### config.mk
export PLATFORM = sky130hd
export DESIGN_NAME = pulse_train_gen
export DESIGN_NICKNAME = d
export VERILOG_FILES = /design/src/rtl/pulse_pkg.sv /design/src/rtl/pulse_gap_timer.sv /design/src/rtl/pulse_train_gen.sv
export SDC_FILE = /design/constraint.sdc
export NUM_CORES = 1
export LEC_CHECK = 0
export BUFFER_PORTS_ARGS = -buffer_cell sky130_fd_sc_hd__buf_2
export CORE_MARGIN = 1
export CORE_UTILIZATION = 52
export CTS_BUF_LIST = sky130_fd_sc_hd__clkbuf_4 sky130_fd_sc_hd__clkbuf_8 sky130_fd_sc_hd__clkbuf_16
export DETAILED_ROUTE_END_ITERATION = 8
export HOLD_SLACK_MARGIN = 0.12
export PLACE_DENSITY = 0.77
export RECOVER_POWER = 50
export SYNTH_ARGS = -nofsm -noshare
export SYNTH_HDL_FRONTEND = slang
export SYNTH_SLANG_ARGS = --single-unit
### constraint.sdc
create_clock -name clk -period 4.7 [get_ports clk]
set_input_delay 0.235 -clock clk [delete_from_list [all_inputs] [get_ports clk]]
set_output_delay 0.235 -clock clk [all_outputs]
set_load 0.02 [all_outputs]
### src/rtl/pulse_pkg.sv
// Shared types and default widths for the pulse train generator and its
// companion pulse counter.
package pulse_pkg;

    localparam int CNT_WIDTH_DEF = 32;
    localparam int GAP_WIDTH_DEF = 16;

    typedef enum logic [1:0] {
        IDLE  = 2'd0,
        PULSE = 2'd1,
        GAP   = 2'd2,
        DONE  = 2'd3
    } pulse_state_t;

endpackage

### src/rtl/pulse_gap_timer.sv
// Load/decrement down-counter timing the low gap between pulses.
module pulse_gap_timer
    import pulse_pkg::*;
#(
    parameter int GAP_WIDTH = GAP_WIDTH_DEF
) (
    input  logic                 clk,
    input  logic                 rst_n,
    input  logic                 load_i,
    input  logic                 dec_i,
    input  logic [GAP_WIDTH-1:0] load_val_i,
    output logic                 zero_o
);

    logic [GAP_WIDTH-1:0] cnt_q;

    always_ff @(posedge clk) begin
        if (!rst_n) begin
            cnt_q <= '0;
        end else if (load_i) begin
            cnt_q <= load_val_i;
        end else if (dec_i) begin
            cnt_q <= cnt_q - GAP_WIDTH'(1);
        end
    end

    assign zero_o = (cnt_q == '0);

endmodule

### src/rtl/pulse_train_gen.sv
// Emits num_i single-cycle pulses spaced by gap_i low cycles, with
// start/busy/done handshake and abort. Define PULSE_TRAIN_CONT_EN to make
// num_i=0 select continuous mode (runs until abort).
module pulse_train_gen
    import pulse_pkg::*;
#(
    parameter int CNT_WIDTH = CNT_WIDTH_DEF,
    parameter int GAP_WIDTH = GAP_WIDTH_DEF
) (
    input  logic                 clk,
    input  logic                 rst_n,
    input  logic                 start,
    input  logic                 abort,
    input  logic [CNT_WIDTH-1:0] num_i,
    input  logic [GAP_WIDTH-1:0] gap_i,
    output logic                 pulse_o,
    output logic                 busy,
    output logic                 done,
    output logic [CNT_WIDTH-1:0] sent_o
);

`ifdef PULSE_TRAIN_CONT_EN
    localparam bit CONT_EN = 1'b1;
`else
    localparam bit CONT_EN = 1'b0;
`endif

    pulse_state_t         state_q, state_d;
    logic [CNT_WIDTH-1:0] num_q, num_d;
    logic [GAP_WIDTH-1:0] gap_q, gap_d;
    logic [CNT_WIDTH-1:0] sent_q, sent_d;
    logic                 cont_q, cont_d;
    logic [CNT_WIDTH-1:0] sent_inc;
    logic                 tmr_load, tmr_dec, tmr_zero;
    logic                 pulse_q, busy_q, done_q;

    assign sent_inc = sent_q + CNT_WIDTH'(1);

    always_comb begin
        state_d  = state_q;
        num_d    = num_q;
        gap_d    = gap_q;
        sent_d   = sent_q;
        cont_d   = cont_q;
        tmr_load = 1'b0;
        tmr_dec  = 1'b0;
        case (state_q)
            IDLE: begin
                if (start && !abort) begin
                    num_d   = num_i;
                    gap_d   = gap_i;
                    sent_d  = '0;
                    cont_d  = CONT_EN && (num_i == '0);
                    state_d = (num_i != '0 || CONT_EN) ? PULSE : DONE;
                end
            end
            PULSE: begin
                sent_d = sent_inc;
                // Continuous mode never terminates on count, only on abort.
                if (abort || (!cont_q && sent_inc == num_q)) begin
                    state_d = DONE;
                end else if (gap_q == '0) begin
                    state_d = PULSE;
                end else begin
                    state_d  = GAP;
                    tmr_load = 1'b1;
                end
            end
            GAP: begin
                if (abort) begin
                    state_d = DONE;
                end else if (tmr_zero) begin
                    state_d = PULSE;
                end else begin
                    tmr_dec = 1'b1;
                end
            end
            DONE: state_d = IDLE;
            default: state_d = IDLE;
        endcase
    end

    always_ff @(posedge clk) begin
        if (!rst_n) begin
            state_q <= IDLE;
            num_q   <= '0;
            gap_q   <= '0;
            sent_q  <= '0;
            cont_q  <= 1'b0;
            pulse_q <= 1'b0;
            busy_q  <= 1'b0;
            done_q  <= 1'b0;
        end else begin
            state_q <= state_d;
            num_q   <= num_d;
            gap_q   <= gap_d;
            sent_q  <= sent_d;
            cont_q  <= cont_d;
            pulse_q <= (state_d == PULSE);
            busy_q  <= (state_d == PULSE) || (state_d == GAP);
            done_q  <= (state_d == DONE);
        end
    end

    pulse_gap_timer #(
        .GAP_WIDTH(GAP_WIDTH)
    ) u_gap_timer (
        .clk       (clk),
        .rst_n     (rst_n),
        .load_i    (tmr_load),
        .dec_i     (tmr_dec),
        .load_val_i(gap_q - GAP_WIDTH'(1)),
        .zero_o    (tmr_zero)
    );

    assign pulse_o = pulse_q;
    assign busy    = busy_q;
    assign done    = done_q;
    assign sent_o  = sent_q;

endmodule

# After elaboration in Yosys (flattened, before gate mapping)
# Index checks and enable logic that the tools add are counted.
word_totals:
  out_inout_bits: 35
  input_bits: 52
  register_bits: 101
op_classes:
  n_eq_ne: 8
  add_sub_neg: 3
  n_mux: 17
  n_reduce_logical: 12
op_table:
  columns: ["op", "n"]
  rows:
  - ["case mux 32 bit (2 select lines)", 1]
  - ["adder 32 x 1 -> 32 bit (second input constant)", 1]
  - ["equality test 32 bit", 1]
  - ["logical NOT 16 bit", 2]
  - ["2-to-1 mux 16 bit", 2]
  - ["2-to-1 mux 32 bit", 1]
  - ["nonzero test 32 bit", 1]
  - ["subtractor 16 x 1 -> 16 bit (second input constant)", 2]
  - ["2-to-1 mux 2 bit", 6]
  - ["equality test 2 bit (second input constant)", 4]
  - ["case mux 2 bit (4 select lines)", 1]
  - ["2-to-1 mux 1 bit", 6]
  - ["equality test 2 x 1 -> 1 bit (second input constant)", 2]
  - ["AND reduction 2 bit", 2]
  - ["nonzero test 2 bit", 2]
  - ["logical NOT 2 bit", 1]
  - ["logical OR 1 bit", 2]
  - ["!= test 2 bit (second input constant)", 1]
  - ["logical AND 1 bit", 1]
  - ["logical NOT 1 bit", 1]

# Depth between registers and ports, before layout
logic_depth:
  word_depth: 7
  mapped_depth: 19
  ltp_nobuf: 18

# Modules after synthesis
# Synthesis repeated with hierarchy kept, for this count alone.
hier_totals:
  cells_unflattened: 791
  area_unflattened_um2: 5949.5
by_module_without_submodules:
  columns: ["module", "area_each_um2", "cells_each", "seq_area_each_um2", "instances"]
  rows:
  - ["pulse_train_gen", 5067.4, 691, 1701.6, 1]
  - ["pulse_gap_timer", 882.1, 100, 320.3, 1]

# Worst setup path before layout
# Ideal clock, no wire load.
synth_path:
  kind: "reg-to-reg"
  from: "register sent_q[0], in the netlist sent_o[0]"
  to: "register u_gap_timer.cnt_q[14]"
  n_path_buf: 0
  period_less_slack_ps: 5075
  t_arrival_ps: 5004
  t_required_ps: 4630
  stages_incl_launch_ff: 19
  path_slack_ps: -375
  cell_sequence: "dfxtp_1 -> ha_1 -> nand3_4 -> or4_4 -> or4_1 -> a211oi_1 -> and4_1 -> nand3_1 -> nand2_1 -> mux2i_1 -> ha_1 -> nand2b_1 -> or3_1 -> or4_1 -> a211oi_1 -> xnor2_1 -> a31oi_1 -> nand3_1 -> a21oi_1"
synth_via:
  elab_chain_cells: 6
  word_cells_on_any_way: 7
  classes_between: "add/sub: 1; eq/ne: 1; mux: 3; reduce/logical: 2"
synth_lines:
  columns: ["element", "line_no", "text"]
  rows:
  - ["from (decl)", "pulse_train_gen.sv:31", "logic [CNT_WIDTH-1:0] sent_q, sent_d;"]
  - ["from (signal assigned)", "pulse_train_gen.sv:97", "sent_q <= sent_d;"]
  - ["adder 32 x 1 -> 32 bit *", "pulse_train_gen.sv:37", "assign sent_inc = sent_q + CNT_WIDTH'(1);"]
  - ["equality test 32 bit *", "pulse_train_gen.sv:60", "if (abort || (!cont_q && sent_inc == num_q)) begin"]
  - ["logical OR 1 bit *", "pulse_train_gen.sv:60", null]
  - ["2-to-1 mux 1 bit *", "pulse_train_gen.sv:60", null]
  - ["2-to-1 mux 1 bit *", "pulse_train_gen.sv:47", "case (state_q)"]
  - ["2-to-1 mux 16 bit or nonzero test 2 bit (tied branches)", null, null]
  - ["to (signal assigned)", "pulse_gap_timer.sv:21", "cnt_q <= load_val_i;"]
  - ["to (signal assigned)", "pulse_gap_timer.sv:23", "cnt_q <= cnt_q - GAP_WIDTH'(1);"]
  - ["to (decl)", "pulse_gap_timer.sv:15", "logic [GAP_WIDTH-1:0] cnt_q;"]
# Every way passes the cells marked *; elsewhere a longest branch is shown, timed or not.
# A chain may end at the register's enable or synchronous reset.

# Final worst setup path
layout_path:
  from: "register sent_q[1], in the netlist sent_o[1]"
  to: "register u_gap_timer.cnt_q[14]"
# The elaborated chain is that of the path after synthesis.

==> impl_metrics.env <==
export IMPL_grt_pass1_wl_um=28800
export IMPL_track_usage=0.315
export IMPL_synth_seq_area_share=0.337
export IMPL_drive_gt1_frac=0.169
export IMPL_core_area_um2=11000
export IMPL_syn_inst=810
export IMPL_p_sw_frac=0.335
export IMPL_port_buffers=86
export IMPL_drv_slew=0
export IMPL_die_height_um=109
export IMPL_syn_nets=866
export IMPL_totalWireLength_um=18400
export IMPL_syn_area_um2=5990
export IMPL_fillers=1004
export IMPL_timing_fmax_ghz=0.219
export IMPL_p_per_area_nw_per_um2=334
export IMPL_grt_pass1_vias=5908
export IMPL_wl_per_cell_um=17.7
export IMPL_worstSkewPairLatency_ns=0.36
export IMPL_initial_core_util=0.543
export IMPL_gp_congestion=0.966
export IMPL_worst_pin_slew_ns=1.34
export IMPL_hold_depth=3
export IMPL_finClkSkew_ns=0.00900
export IMPL_cts_buffers=9
export IMPL_dr_pass1_iters=5
export IMPL_outcome="completed"
export IMPL_fin_nets=955
export IMPL_period_share=0.974
export IMPL_dp_hpwl_um=13100
export IMPL_ys_types=60
export IMPL_min_delay_start="gap_i[2]"
export IMPL_synth_edff_count=0
export IMPL_die_w_um=109
export IMPL_synth_warnings=0
export IMPL_setup_worst_path_class="flip-flop to flip-flop"
export IMPL_drt_initial_drc_count=582
export IMPL_cts_root_buf="clkbuf_16"
export IMPL_max_cap_viol_count=0
export IMPL_area_growth_pct=18.8
export IMPL_cp_start_kind="flip-flop"
export IMPL_ys_ff_latch=101
export IMPL_grt_start_max_net_pins=60
export IMPL_place_inst=1013
export IMPL_p_clk_frac=0.325
export IMPL_cts_tree="built"
export IMPL_reg2reg_depth=18
export IMPL_leakage_nw=2.64
export IMPL_finalNonFillerCells=1044
export IMPL_ys_flop_type="dfxtp_1"
export IMPL_num_rows=38
export IMPL_path_max_fanout=5
export IMPL_antenna_found_initial=0
export IMPL_rr_endpoint="u_gap_timer.cnt_q[14]$_SDFFE_PN0P_"
export IMPL_clk_pin_slew_ns=0.07
export IMPL_combPwrFrac=0.263
export IMPL_ant_nets=0
export IMPL_htreeDepth=3
export IMPL_final_util=0.645
export IMPL_cp_end_kind="flip-flop"
export IMPL_dieArea_um2=12000
export IMPL_io_pins=87
export IMPL_p_seq_frac=0.412
export IMPL_vias_per_cell=6.21
export IMPL_ff2ff_setup_slack_ns=0.12
export IMPL_clk_path_buf_depth=2
export IMPL_clock_sinks=101
export IMPL_antennaDiodeCount=0
export IMPL_crit_arrival_ns=4.78
export IMPL_intPower_mw=1.58
export IMPL_fin_crit_ns=4.58
export IMPL_async_flop_share=0
export IMPL_avgSynthCellArea_um2=7.40
export IMPL_rsz0062_at_grt="true"
export IMPL_num_vias=6487
export IMPL_p_switching_mw=0.797
export IMPL_relSlewSlack=0.107
export IMPL_hold_path_class="input port to flip-flop"
export IMPL_crit_required_ns=4.90
export IMPL_final_hold_viol_count=0
export IMPL_grt_ovfl_total=0
export IMPL_setup_viol=0
export IMPL_hold_end="gap_q[2]$_SDFFE_PN0P_"
export IMPL_reg2reg_from="sent_o[1]$_SDFFE_PN0P_"
export IMPL_vdd_ir_drop_max_mv=0.317
export IMPL_drcViolationCount=0
Yosys cell counts (6+ instances only):
cell	number	area, um^2
nor3_1	27	135
buf_2	7	35.0
xnor2_1	30	263
or3_1	9	56.3
nand3_1	29	145
xor2_1	24	210
and3_1	7	43.8
nand4_1	22	138
nor2_1	56	210
and4_1	6	52.6
inv_1	6	22.5
a211oi_1	10	75.1
or4_1	11	82.6
dfxtp_1	101	2020
o21ai_0	40	200
nor4_1	30	188
nand2_1	143	537
a21oi_1	95	475
a311oi_1	6	52.6
clkbuf_1	47	176
a31oi_1	10	62.6
and2_1	11	68.8
area by class of cell:
class | instances | area [um^2] | area share
flip-flops and latches | 101 | 2040 | 0.286
well taps | 140 | 175 | 0.0246
inverters | 6 | 22.5 | 0.00316
clock buffers | 10 | 233 | 0.0327
multi-input cells | 644 | 3770 | 0.530
repair buffers | 137 | 810 | 0.114
clock inverters | 6 | 70.1 | 0.00984
kinds of logic after synthesis:
logic type / after synthesis / synth area share
buf+inv: 65 / 0.0453
fa+ha+maj: 4 / 0.00835
flops: 101 / 0.337
xor+xnor: 54 / 0.0789
simple gates: 383 / 0.322
mux: 3 / 0.00501
compound gates: 200 / 0.203
through the flow:
step / hold slack, ns / cell area, um^2 / power [mW] / setup TNS [ns] / setup WS (ns)
after global routing: 0.120 / 7120 / 2.49 / -0.0674 / -0.0674
final: 0.120 / 7120 / 2.38 / 0 / 0.124
after floorplan: 0.371 / 6030 / 1.41 / 0 / 0.00471
after global placement: 0.457 / 6650 / 1.56 / 0 / 0.186
after detailed placement: 0.465 / 6650 / 1.58 / 0 / 0.000274
after CTS: 0.120 / 7060 / 2.35 / 0 / 0.0389
power groups by stage:
stage	sequential, mW	clock [mW]	combinational (mW)
2_1_floorplan	0.991	0	0.417
3_5_place_dp	0.999	0	0.580
6_report	0.981	0.773	0.625
3_3_place_gp	0.995	0	0.563
5_1_grt	0.990	0.817	0.684
4_1_cts	0.980	0.780	0.589
critical path: stages (launching register included):
cell and delay [ns]:
dfxtp_4 0.39, ha_4 0.17, nand3_4 0.08, or4_4 0.53, or4_4 0.53, a211oi_2 0.21, and4_1 0.24, nand3_2 0.11
nand2_4 0.11, mux2i_2 0.24, ha_2 0.24, nand2b_4 0.07, or3_4 0.35, or4_4 0.47, a211oi_4 0.26, xnor2_1 0.15
a31oi_1 0.06, nand3_1 0.14, a21oi_1 0.07
cell usage in the layout, fill, tap and decap left out, types with 4 or more instances in the layout:
cell,n
inv_1,5
and3_1,7
nand2_1,142
nor4_1,30
dlygate4sd3_1,11
nand2b_1,4
nand3_1,28
or4_4,4
a211oi_1,8
a31oi_1,10
buf_4,40
xor2_1,24
nor3_1,27
or3_1,8
nand3b_1,5
or4_1,9
clkbuf_1,25
clkbuf_16,9
a311oi_1,6
o21ai_0,40
and4_1,6
buf_2,61
nor2b_1,4
a21oi_1,95
dfxtp_1,94
dfxtp_2,5
a211oi_2,5
and2_1,11
nand4_1,22
nor2_1,56
o211ai_1,4
xnor2_1,30
how the worst max path moves through the flow:
stage / from / to / slack (ns) / cells after the start
2_1_floorplan: sent_o[5]$_SDFFE_PN0P_ / u_gap_timer.cnt_q[14]$_SDFFE_PN0P_ / 0.005 / 18
3_3_place_gp: sent_o[0]$_SDFFE_PN0P_ / u_gap_timer.cnt_q[14]$_SDFFE_PN0P_ / 0.19 / 18
3_5_place_dp: sent_o[1]$_SDFFE_PN0P_ / u_gap_timer.cnt_q[14]$_SDFFE_PN0P_ / 0.0003 / 18
4_1_cts: sent_o[1]$_SDFFE_PN0P_ / u_gap_timer.cnt_q[14]$_SDFFE_PN0P_ / 0.04 / 18
5_1_grt: sent_o[1]$_SDFFE_PN0P_ / u_gap_timer.cnt_q[14]$_SDFFE_PN0P_ / -0.07 / 18
6_report: sent_o[1]$_SDFFE_PN0P_ / u_gap_timer.cnt_q[14]$_SDFFE_PN0P_ / 0.12 / 18
what timing repair did:
action / in CTS / in global routing
pin swaps: 1 / 5
setup endpoints to repair: 1 / 2
setup buffers: 0 / 4
resized for setup: 0 / 15
hold buffers: 11 / 0
hold endpoints to repair: 11 / 0
layer usage:
metal,GRT usage,vias to the layer above,routed length [um]
li1,-,3099,-
met1,0.411,3055,7970
met2,0.506,296,8400
met3,0.0759,37,1710
met4,0.110,0,359
met5,0,-,0
registers in the layout, indices dropped and copies added, names as in the netlist:
name,cells
sent_o,32
done,1
pulse_o,1
num_q,32
busy,1
u_gap_timer.cnt_q,16
gap_q,16
state_q,2
Note: power is estimated with default switching activity, not from simulation.
